File: src/rtl/wb_data_serializer.sv
// Wishbone width adapter: one mdw-bit master access becomes one beat per active sdw-bit lane.
// Optional slave-beat watchdog enabled by defining WB_DATA_SERIALIZER_TIMEOUT_EN.
module wb_data_serializer #(
  parameter int unsigned aw  = 32,
  parameter int unsigned mdw = 32,
  parameter int unsigned sdw = 8,
  parameter int unsigned tmo = 255
) (
  input  logic              wb_clk_i,
  input  logic              wb_rst_i,
  input  logic [aw-1:0]     wbm_adr_i,
  input  logic [mdw-1:0]    wbm_dat_i,
  input  logic [mdw/8-1:0]  wbm_sel_i,
  input  logic              wbm_we_i,
  input  logic              wbm_cyc_i,
  input  logic              wbm_stb_i,
  input  logic [2:0]        wbm_cti_i,
  input  logic [1:0]        wbm_bte_i,
  output logic [mdw-1:0]    wbm_dat_o,
  output logic              wbm_ack_o,
  output logic              wbm_err_o,
  output logic              wbm_rty_o,
  output logic [aw-1:0]     wbs_adr_o,
  output logic [sdw-1:0]    wbs_dat_o,
  output logic [sdw/8-1:0]  wbs_sel_o,
  output logic              wbs_we_o,
  output logic              wbs_cyc_o,
  output logic              wbs_stb_o,
  output logic [2:0]        wbs_cti_o,
  output logic [1:0]        wbs_bte_o,
  input  logic [sdw-1:0]    wbs_dat_i,
  input  logic              wbs_ack_i,
  input  logic              wbs_err_i,
  input  logic              wbs_rty_i
);

  localparam int unsigned N  = mdw / sdw;
  localparam int unsigned SB = sdw / 8;
  localparam int unsigned MB = mdw / 8;
  localparam int unsigned OW = $clog2(MB);
  localparam int unsigned LW = $clog2(N);

  typedef enum logic [1:0] {IDLE, BEAT, DONE} state_t;

  state_t             state;
  logic [aw-OW-1:0]   adr_q;
  logic [mdw-1:0]     dat_q;
  logic [MB-1:0]      sel_q;
  logic [N-1:0]       mask_q;
  logic               we_q;
  logic [LW-1:0]      lane_q;

  logic [N-1:0]       req_mask;
  logic [LW-1:0]      req_first;
  logic [N-1:0]       rem_mask;
  logic [LW-1:0]      rem_next;
  logic               rem_any;

  logic unused_ok;
  assign unused_ok = ^{wbm_cti_i, wbm_bte_i, wbm_adr_i[OW-1:0]};

  assign wbs_cti_o = 3'b000;
  assign wbs_bte_o = 2'b00;

  // Lane 0 is the most significant slot of the master word.
  function automatic logic [sdw-1:0] lane_dat(input logic [mdw-1:0] d, input logic [LW-1:0] l);
    logic [mdw-1:0] t;
    t = d << (l * sdw);
    return t[mdw-1 -: sdw];
  endfunction

  function automatic logic [SB-1:0] lane_sel(input logic [MB-1:0] s, input logic [LW-1:0] l);
    logic [MB-1:0] t;
    t = s << (l * SB);
    return t[MB-1 -: SB];
  endfunction

  function automatic logic [aw-1:0] lane_adr(input logic [aw-OW-1:0] hi, input logic [LW-1:0] l);
    return {hi, OW'(l * SB)};
  endfunction

  // Active-lane masks and lowest-active-lane search for a new request and for the remaining lanes.
  always_comb begin
    req_mask  = '0;
    rem_mask  = '0;
    req_first = '0;
    rem_next  = '0;
    for (int i = 0; i < int'(N); i++) begin
      req_mask[i] = |wbm_sel_i[MB-1-i*SB -: SB];
      rem_mask[i] = mask_q[i] && (LW'(i) > lane_q);
    end
    for (int i = int'(N) - 1; i >= 0; i--) begin
      if (req_mask[i]) req_first = LW'(i);
      if (rem_mask[i]) rem_next  = LW'(i);
    end
    rem_any = |rem_mask;
  end

`ifdef WB_DATA_SERIALIZER_TIMEOUT_EN
  localparam int unsigned TW = $clog2(tmo + 1);
  logic [TW-1:0] tmo_cnt;
  logic          tmo_hit;
  assign tmo_hit = (tmo_cnt == TW'(tmo - 1));
`else
  localparam int unsigned unused_tmo = tmo;
`endif

  always_ff @(posedge wb_clk_i or posedge wb_rst_i) begin
    if (wb_rst_i) begin
      state     <= IDLE;
      adr_q     <= '0;
      dat_q     <= '0;
      sel_q     <= '0;
      mask_q    <= '0;
      we_q      <= 1'b0;
      lane_q    <= '0;
      wbm_dat_o <= '0;
      wbm_ack_o <= 1'b0;
      wbm_err_o <= 1'b0;
      wbm_rty_o <= 1'b0;
      wbs_adr_o <= '0;
      wbs_dat_o <= '0;
      wbs_sel_o <= '0;
      wbs_we_o  <= 1'b0;
      wbs_cyc_o <= 1'b0;
      wbs_stb_o <= 1'b0;
`ifdef WB_DATA_SERIALIZER_TIMEOUT_EN
      tmo_cnt   <= '0;
`endif
    end else begin
      wbm_ack_o <= 1'b0;
      wbm_err_o <= 1'b0;
      wbm_rty_o <= 1'b0;
      case (state)
        IDLE: begin
          if (wbm_cyc_i && wbm_stb_i) begin
            adr_q     <= wbm_adr_i[aw-1:OW];
            dat_q     <= wbm_dat_i;
            sel_q     <= wbm_sel_i;
            mask_q    <= req_mask;
            we_q      <= wbm_we_i;
            wbm_dat_o <= '0;
            if (req_mask == '0) begin
              state     <= DONE;
              wbm_err_o <= 1'b1;
            end else begin
              state     <= BEAT;
              lane_q    <= req_first;
              wbs_adr_o <= lane_adr(wbm_adr_i[aw-1:OW], req_first);
              wbs_dat_o <= lane_dat(wbm_dat_i, req_first);
              wbs_sel_o <= lane_sel(wbm_sel_i, req_first);
              wbs_we_o  <= wbm_we_i;
              wbs_cyc_o <= 1'b1;
              wbs_stb_o <= 1'b1;
`ifdef WB_DATA_SERIALIZER_TIMEOUT_EN
              tmo_cnt   <= '0;
`endif
            end
          end
        end
        BEAT: begin
          // Master abandoning the cycle ends the access silently.
          if (!wbm_cyc_i) begin
            state     <= IDLE;
            wbs_cyc_o <= 1'b0;
            wbs_stb_o <= 1'b0;
          end else if (wbs_err_i) begin
            state     <= DONE;
            wbs_cyc_o <= 1'b0;
            wbs_stb_o <= 1'b0;
            wbm_err_o <= 1'b1;
          end else if (wbs_rty_i) begin
            state     <= DONE;
            wbs_cyc_o <= 1'b0;
            wbs_stb_o <= 1'b0;
            wbm_rty_o <= 1'b1;
          end else if (wbs_ack_i) begin
            if (!we_q) begin
              for (int i = 0; i < int'(N); i++) begin
                if (LW'(i) == lane_q) wbm_dat_o[mdw-1-i*sdw -: sdw] <= wbs_dat_i;
              end
            end
            if (rem_any) begin
              lane_q    <= rem_next;
              wbs_adr_o <= lane_adr(adr_q, rem_next);
              wbs_dat_o <= lane_dat(dat_q, rem_next);
              wbs_sel_o <= lane_sel(sel_q, rem_next);
`ifdef WB_DATA_SERIALIZER_TIMEOUT_EN
              tmo_cnt   <= '0;
`endif
            end else begin
              state     <= DONE;
              wbs_cyc_o <= 1'b0;
              wbs_stb_o <= 1'b0;
              wbm_ack_o <= 1'b1;
            end
          end
`ifdef WB_DATA_SERIALIZER_TIMEOUT_EN
          else if (tmo_hit) begin
            state     <= DONE;
            wbs_cyc_o <= 1'b0;
            wbs_stb_o <= 1'b0;
            wbm_err_o <= 1'b1;
          end else begin
            tmo_cnt <= tmo_cnt + TW'(1);
          end
`endif
        end
        DONE:    state <= IDLE;
        default: state <= IDLE;
      endcase
    end
  end

endmodule

File: config.mk
export PLATFORM = sky130hd
export DESIGN_NAME = wb_data_serializer
export DESIGN_NICKNAME = d
export VERILOG_FILES = /design/src/rtl/wb_data_serializer.sv
export SDC_FILE = /design/constraint.sdc
export NUM_CORES = 1
export LEC_CHECK = 0
export BUFFER_PORTS_ARGS = -buffer_cell sky130_fd_sc_hd__buf_2
export CORE_UTILIZATION = 47
export CTS_BUF_LIST = sky130_fd_sc_hd__clkbuf_16
export DETAILED_ROUTE_END_ITERATION = 8
export PLACE_DENSITY = 0.72
export SLEW_MARGIN = 10
export SYNTH_ARGS = -nofsm -noshare
export SYNTH_HDL_FRONTEND = slang
export SYNTH_SLANG_ARGS = --single-unit
File: constraint.sdc
create_clock -name wb_clk_i -period 4.97 [get_ports wb_clk_i]
set_clock_uncertainty 0.15 [all_clocks]
set_input_delay 0.497 -clock wb_clk_i [delete_from_list [all_inputs] [get_ports wb_clk_i]]
set_output_delay 0.497 -clock wb_clk_i [all_outputs]
set_load 0.1 [all_outputs]
Word-level counts from Yosys, hierarchy flattened. Index checks and enable logic that the tools add are counted.

Add/subtract/negate cells: 0. $mul: 0. Div/mod/pow operators: 0. Magnitude comparators: 4. Eq/ne operators: 18. Shifts and indexed selects: 4. Multiplexer cells: 82. Bitwise logic cells: 1. Reductions and logical operators: 19.

Operators with widths (number): 2-to-1 mux 32 bit (13); one-hot mux 32 bit (2 select lines) (2); 2-to-1 mux 8 bit (11); << shifter 32 x 5 -> 32 bit (2); 2-to-1 mux 2 bit (22); AND reduction 8 bit (5); 2-to-1 mux 1 bit (28); inequality test 2 bit (second input constant) (12); one-hot mux 8 bit (2 select lines) (1); inequality test 5 bit (second input constant) (2); one-hot mux 2 bit (2 select lines) (2); << shifter 4 x 2 -> 4 bit (2); one-hot mux 1 bit (2 select lines) (3); AND reduction 3 bit (2); logical AND 1 bit (5); AND reduction 5 bit (1); == test 2 bit (first input constant) (2); > comparator 1 x 2 -> 1 bit (first input constant) (2); > comparator 2 bit (first input constant) (2); zero test 2 bit (2); zero test 4 bit (1); OR reduction 4 bit (1); == test 1 x 2 -> 1 bit (first input constant) (1); == test 2 x 1 -> 1 bit (second input constant) (1); 3 further kinds (3).

Register bits: 153. Bits in latches: 0. Bits in writable memories: 0. ROM bits: 0. Bits of input ports: 89. Output and inout port bits: 84. Word-level logic and storage cells: 147. Memories: 0.

Longest topological paths before layout.
Depth in word-level cells: 13. Gate-level depth with buffers: 8. Gate-level depth less buffers: 5.

Worst setup path before layout. No wires, ideal clock.

Path type: register -> register. Start point: register, netlist name wbs_adr_o[1]. End point: register wbs_sel_o. Setup time: 0.128 ns. Data arrival time: 2.297 ns. Data required time: 4.692 ns. Slack: 2.395 ns. Cell stages (with the launch flop): 7. Buffers on the path: 2. Path through: dfrtp_1 buf_4 clkinv_1 o21ai_1 a32oi_4 buf_6 or2_2.

RTL lines: to (signal assigned) (line 151) `wbs_sel_o <= lane_sel(wbm_sel_i, req_first);`; to (signal assigned) (line 187) `wbs_sel_o <= lane_sel(sel_q, rem_next);`; to (decl) (line 25) `output logic [sdw/8-1:0] wbs_sel_o,`.

Worst setup path after layout.
Start point: register state[0]. End point: register wbs_adr_o[18].

Cells in the longest elaborated chain, start to end: 3. Elaborated cells between the ends (all ways): 12. Classes of those cells: 8 x eq/ne; 1 x mux; 3 x reduce/logical.

RTL lines: from (decl) (line 45) `state_t state;`; from (signal assigned) (line 110) `state <= IDLE;`; from (signal assigned) (line 144) `state <= DONE;`; from (signal assigned) (line 147) `state <= BEAT;`; == test 2 x 1 -> 1 bit / zero test 2 bit (equally long branches) (line 134) `case (state)`; inequality test 2 bit (no line) / nonzero test 2 bit (equally long branches); AND reduction 8 bit (no line); to (signal assigned) (line 149) `wbs_adr_o <= lane_adr(wbm_adr_i[aw-1:OW], req_first);`; to (signal assigned) (line 185) `wbs_adr_o <= lane_adr(adr_q, rem_next);`; to (decl) (line 23) `output logic [aw-1:0] wbs_adr_o,`.

Parallel ways exist; a longest one is shown, timed or not. A chain may end at the register's enable or synchronous reset.

==> metrics.yaml <==
critical_path:
  rr_startpoint: "state[0]"
  crit_chain: "nor2b_4 -> nand3_1 -> a32oi_4 -> buf_4 -> nor2_1 -> a31oi_1"
  cp_max_fo: 67
  worstSetupStartpoint: "state[0]"
  critPathArrivalTime_ps: 3380
  critPathTopFamily: "simple AND/OR/NAND/NOR gates"
  worst-path-buf-inv: 1
  critPathKind: "flop to flop"
  max_stage_delay_ps: 660
  critPathCaptureType: "flop"
  required_ps: 5150
  r2r_setup_slack_ps: 1780
  slowest_stage: "nor2b_4"
  startpoint_type: "flop"
drt:
  wl_per_cell_um: 17.8
  vias: 4968
  drt-pass1-iter-count: 5
  routed_wl_um: 16100
  ant_nets: 0
  drc: 0
  drt_iter0_markers: 241
  viasPerCell: 5.48
run_status:
  status: "complete, no violations"
timing:
  whs_ps: 112
  fmax_mhz: 313
  fin_crit_ps: 3190
  rsz0062_at_grt: "false"
  finalSetupViolations: 0
  tightest_slew_ps: 996
  period_share_pct: 64.3
  finalHoldViolations: 0
  slew_violations: 0
  setup_tns_ps: 0
  slew_headroom_pct: 33.6
synth:
  synthDistinctLibCells: 56
  synthArstFlopShare_pct: 100
  synth_flop_cell: "dfrtp_1"
  yosys.area.top_type: "dfrtp_1"
  yosysMostFrequentCell: "dfrtp_1"
  yosys_register_bits: 146
  ys_seq_area_share_pct: 55.2
  ys_top_cells_by_count: "dfrtp_1, mux2_2, nand2_1"
  syn_area_sq_mm: 0.00662
  synth_edf_count: 0
  syn_inst: 565
  synth.yosys.warnings: 0
  netlist_top_cells_area: "dfrtp_1, mux2_2, nand2_1, a31oi_1, nor2_1"
  netlist.area_leader.share_pct: 55.2
  postSynthAreaPerCell_sq_um: 11.7
clocking:
  cts.sinks: 146
  clock_path_buffers: 2
  clk_latency_ps: 420
  h-tree-depth: 4
  clockRootBuffer: "clkbuf_16"
  clkTransAtPathRegs_ps: 60
  cts_tree: "built"
  cts_hold_buf: 0
  cts_setup_buffers: 0
  cts_resized: 0
  cts_made_buffers: 17
power_and_ir_drop:
  p_leak_nw: 3.75
  vdd_drop_max_uv: 378
  power_density_mw_per_mm2: 585
floorplanning:
  fp.dieW_um: 121
  die_h_um: 121
  dieArea_sq_mm: 0.0146
  io_pins: 173
  coreArea_sq_mm: 0.0138
  start_util_pct: 47.9
  rows: 43
placement:
  dpl.hpwl_um: 10900
  port_buffers: 160
  gp_congestion: 0.803
run:
  drv_cap: 0
final_layout:
  layout-drive-gt1-share_pct: 41.0
  area_delta_synth_final_pct: 22.0
  num_antenna_cells: 0
  fin_nets: 803
grt:
  grt.total_usage_pct: 23.2
  grt_pass1_wl_um: 26000
  grt-ovfl-total: 0
  antenna_found_initial: 0
  grt_max_degree: 104
  grt_pass1_vias: 5093
worst_hold_path:
  worstHoldPathType: "input pin to asynchronous set/reset pin"
==> power breakdown <==
group / leakage [nW] / switching [mW] / internal (mW)
Clock: 0.286 / 0.480 / 0.775
Sequential: 1.76 / 0.167 / 1.45
Combinational: 1.70 / 1.46 / 0.400
==> logic make-up after synthesis <==
kind of cell | Yosys count | synth area share (%)
DFF | 146 | 55.2
AOI/OAI and AO/OA | 117 | 14.3
and+or+nand+nor | 157 | 10.8
muxes | 94 | 15.8
other | 1 | 0.0566
buffers and inverters | 50 | 3.85
==> worst reg2reg max path, delay by kind of cell (launching register included) <==
kind	cells	cell delay, ps
and+or+nand+nor	3	1020
DFF	1	580
AOI/OAI and AO/OA	2	720
buffers and inverters	1	640
==> routing by layer <==
metal / vias up / part of all wire [%] / global-route usage [%]
met3: 20 / 4.3 / 5.80
met4: 0 / 1.4 / 7.02
met1: 2511 / 43 / 29.2
met5: - / 0 / 0
met2: 115 / 51 / 39.5
li1: 2322 / - / -
==> path summary, 6_finish.rpt <==
check	depth (start not counted)	end
worst max register to register	6	wbs_adr_o[18]
max in group asynchronous	3	sel_q[0]
min in group wb_clk_i	3	dat_q[6]
worst min-delay path	2	adr_q[11]
worst min register to register	1	wbs_sel_o
worst max-delay path	6	wbs_adr_o[18]
==> cell usage in the layout, fill, tap and decap left out, types with 3 or more instances in the layout <==
master and instances:
a21oi_1 5, nand2_1 68, a31oi_1 35, mux2_2 86, o22ai_1 3, buf_2 160, conb_1 5, o221ai_1 6
bufinv_16 3, o21ai_0 8, a21o_1 6, clkinv_1 3, a22o_1 19, o32a_1 3, nand3_1 3, clkbuf_16 17
dfrtp_1 146, o21ai_1 4, nor2_1 56, o22a_1 6, inv_1 11, buf_4 5, mux2i_1 8, and2_1 8
clkinv_2 4, nand2b_1 3
==> stage by stage <==
stage	total power, mW	worst slack (ps)	utilization [%]	instances	cell area [sq um]
finish	4.72	1780	58.4	906	8080
global route	4.91	1520	58.4	906	8080
CTS	4.76	1770	58.4	906	8080
detailed placement	3.49	1760	54.3	875	7500
global placement	3.45	1840	54.3	875	7500
floorplan	3.15	400	-	569	6640
==> cell type report <==
type	count	area, sq um
Clock buffer	17	425
Clock inverter	14	149
Fill cell	1148	5750
Inverter	11	46.3
Multi-Input combinational cell	373	2740
Sequential cell	146	3650
Tap cell	180	225
Timing Repair Buffer	165	838
==> state kept, by name (all words and copies together) (netlist names) <==
register and flops:
wbm_ack_o 1, wbs_adr_o 32, wbm_rty_o 1, dat_q 32, wbs_sel_o 1, wbm_dat_o 32
wbs_stb_o 1, adr_q 30, wbm_err_o 1, state 2, wbs_dat_o 8, sel_q 3
wbs_we_o 1, we_q 1
Note: power is estimated with default switching activity, not from simulation.
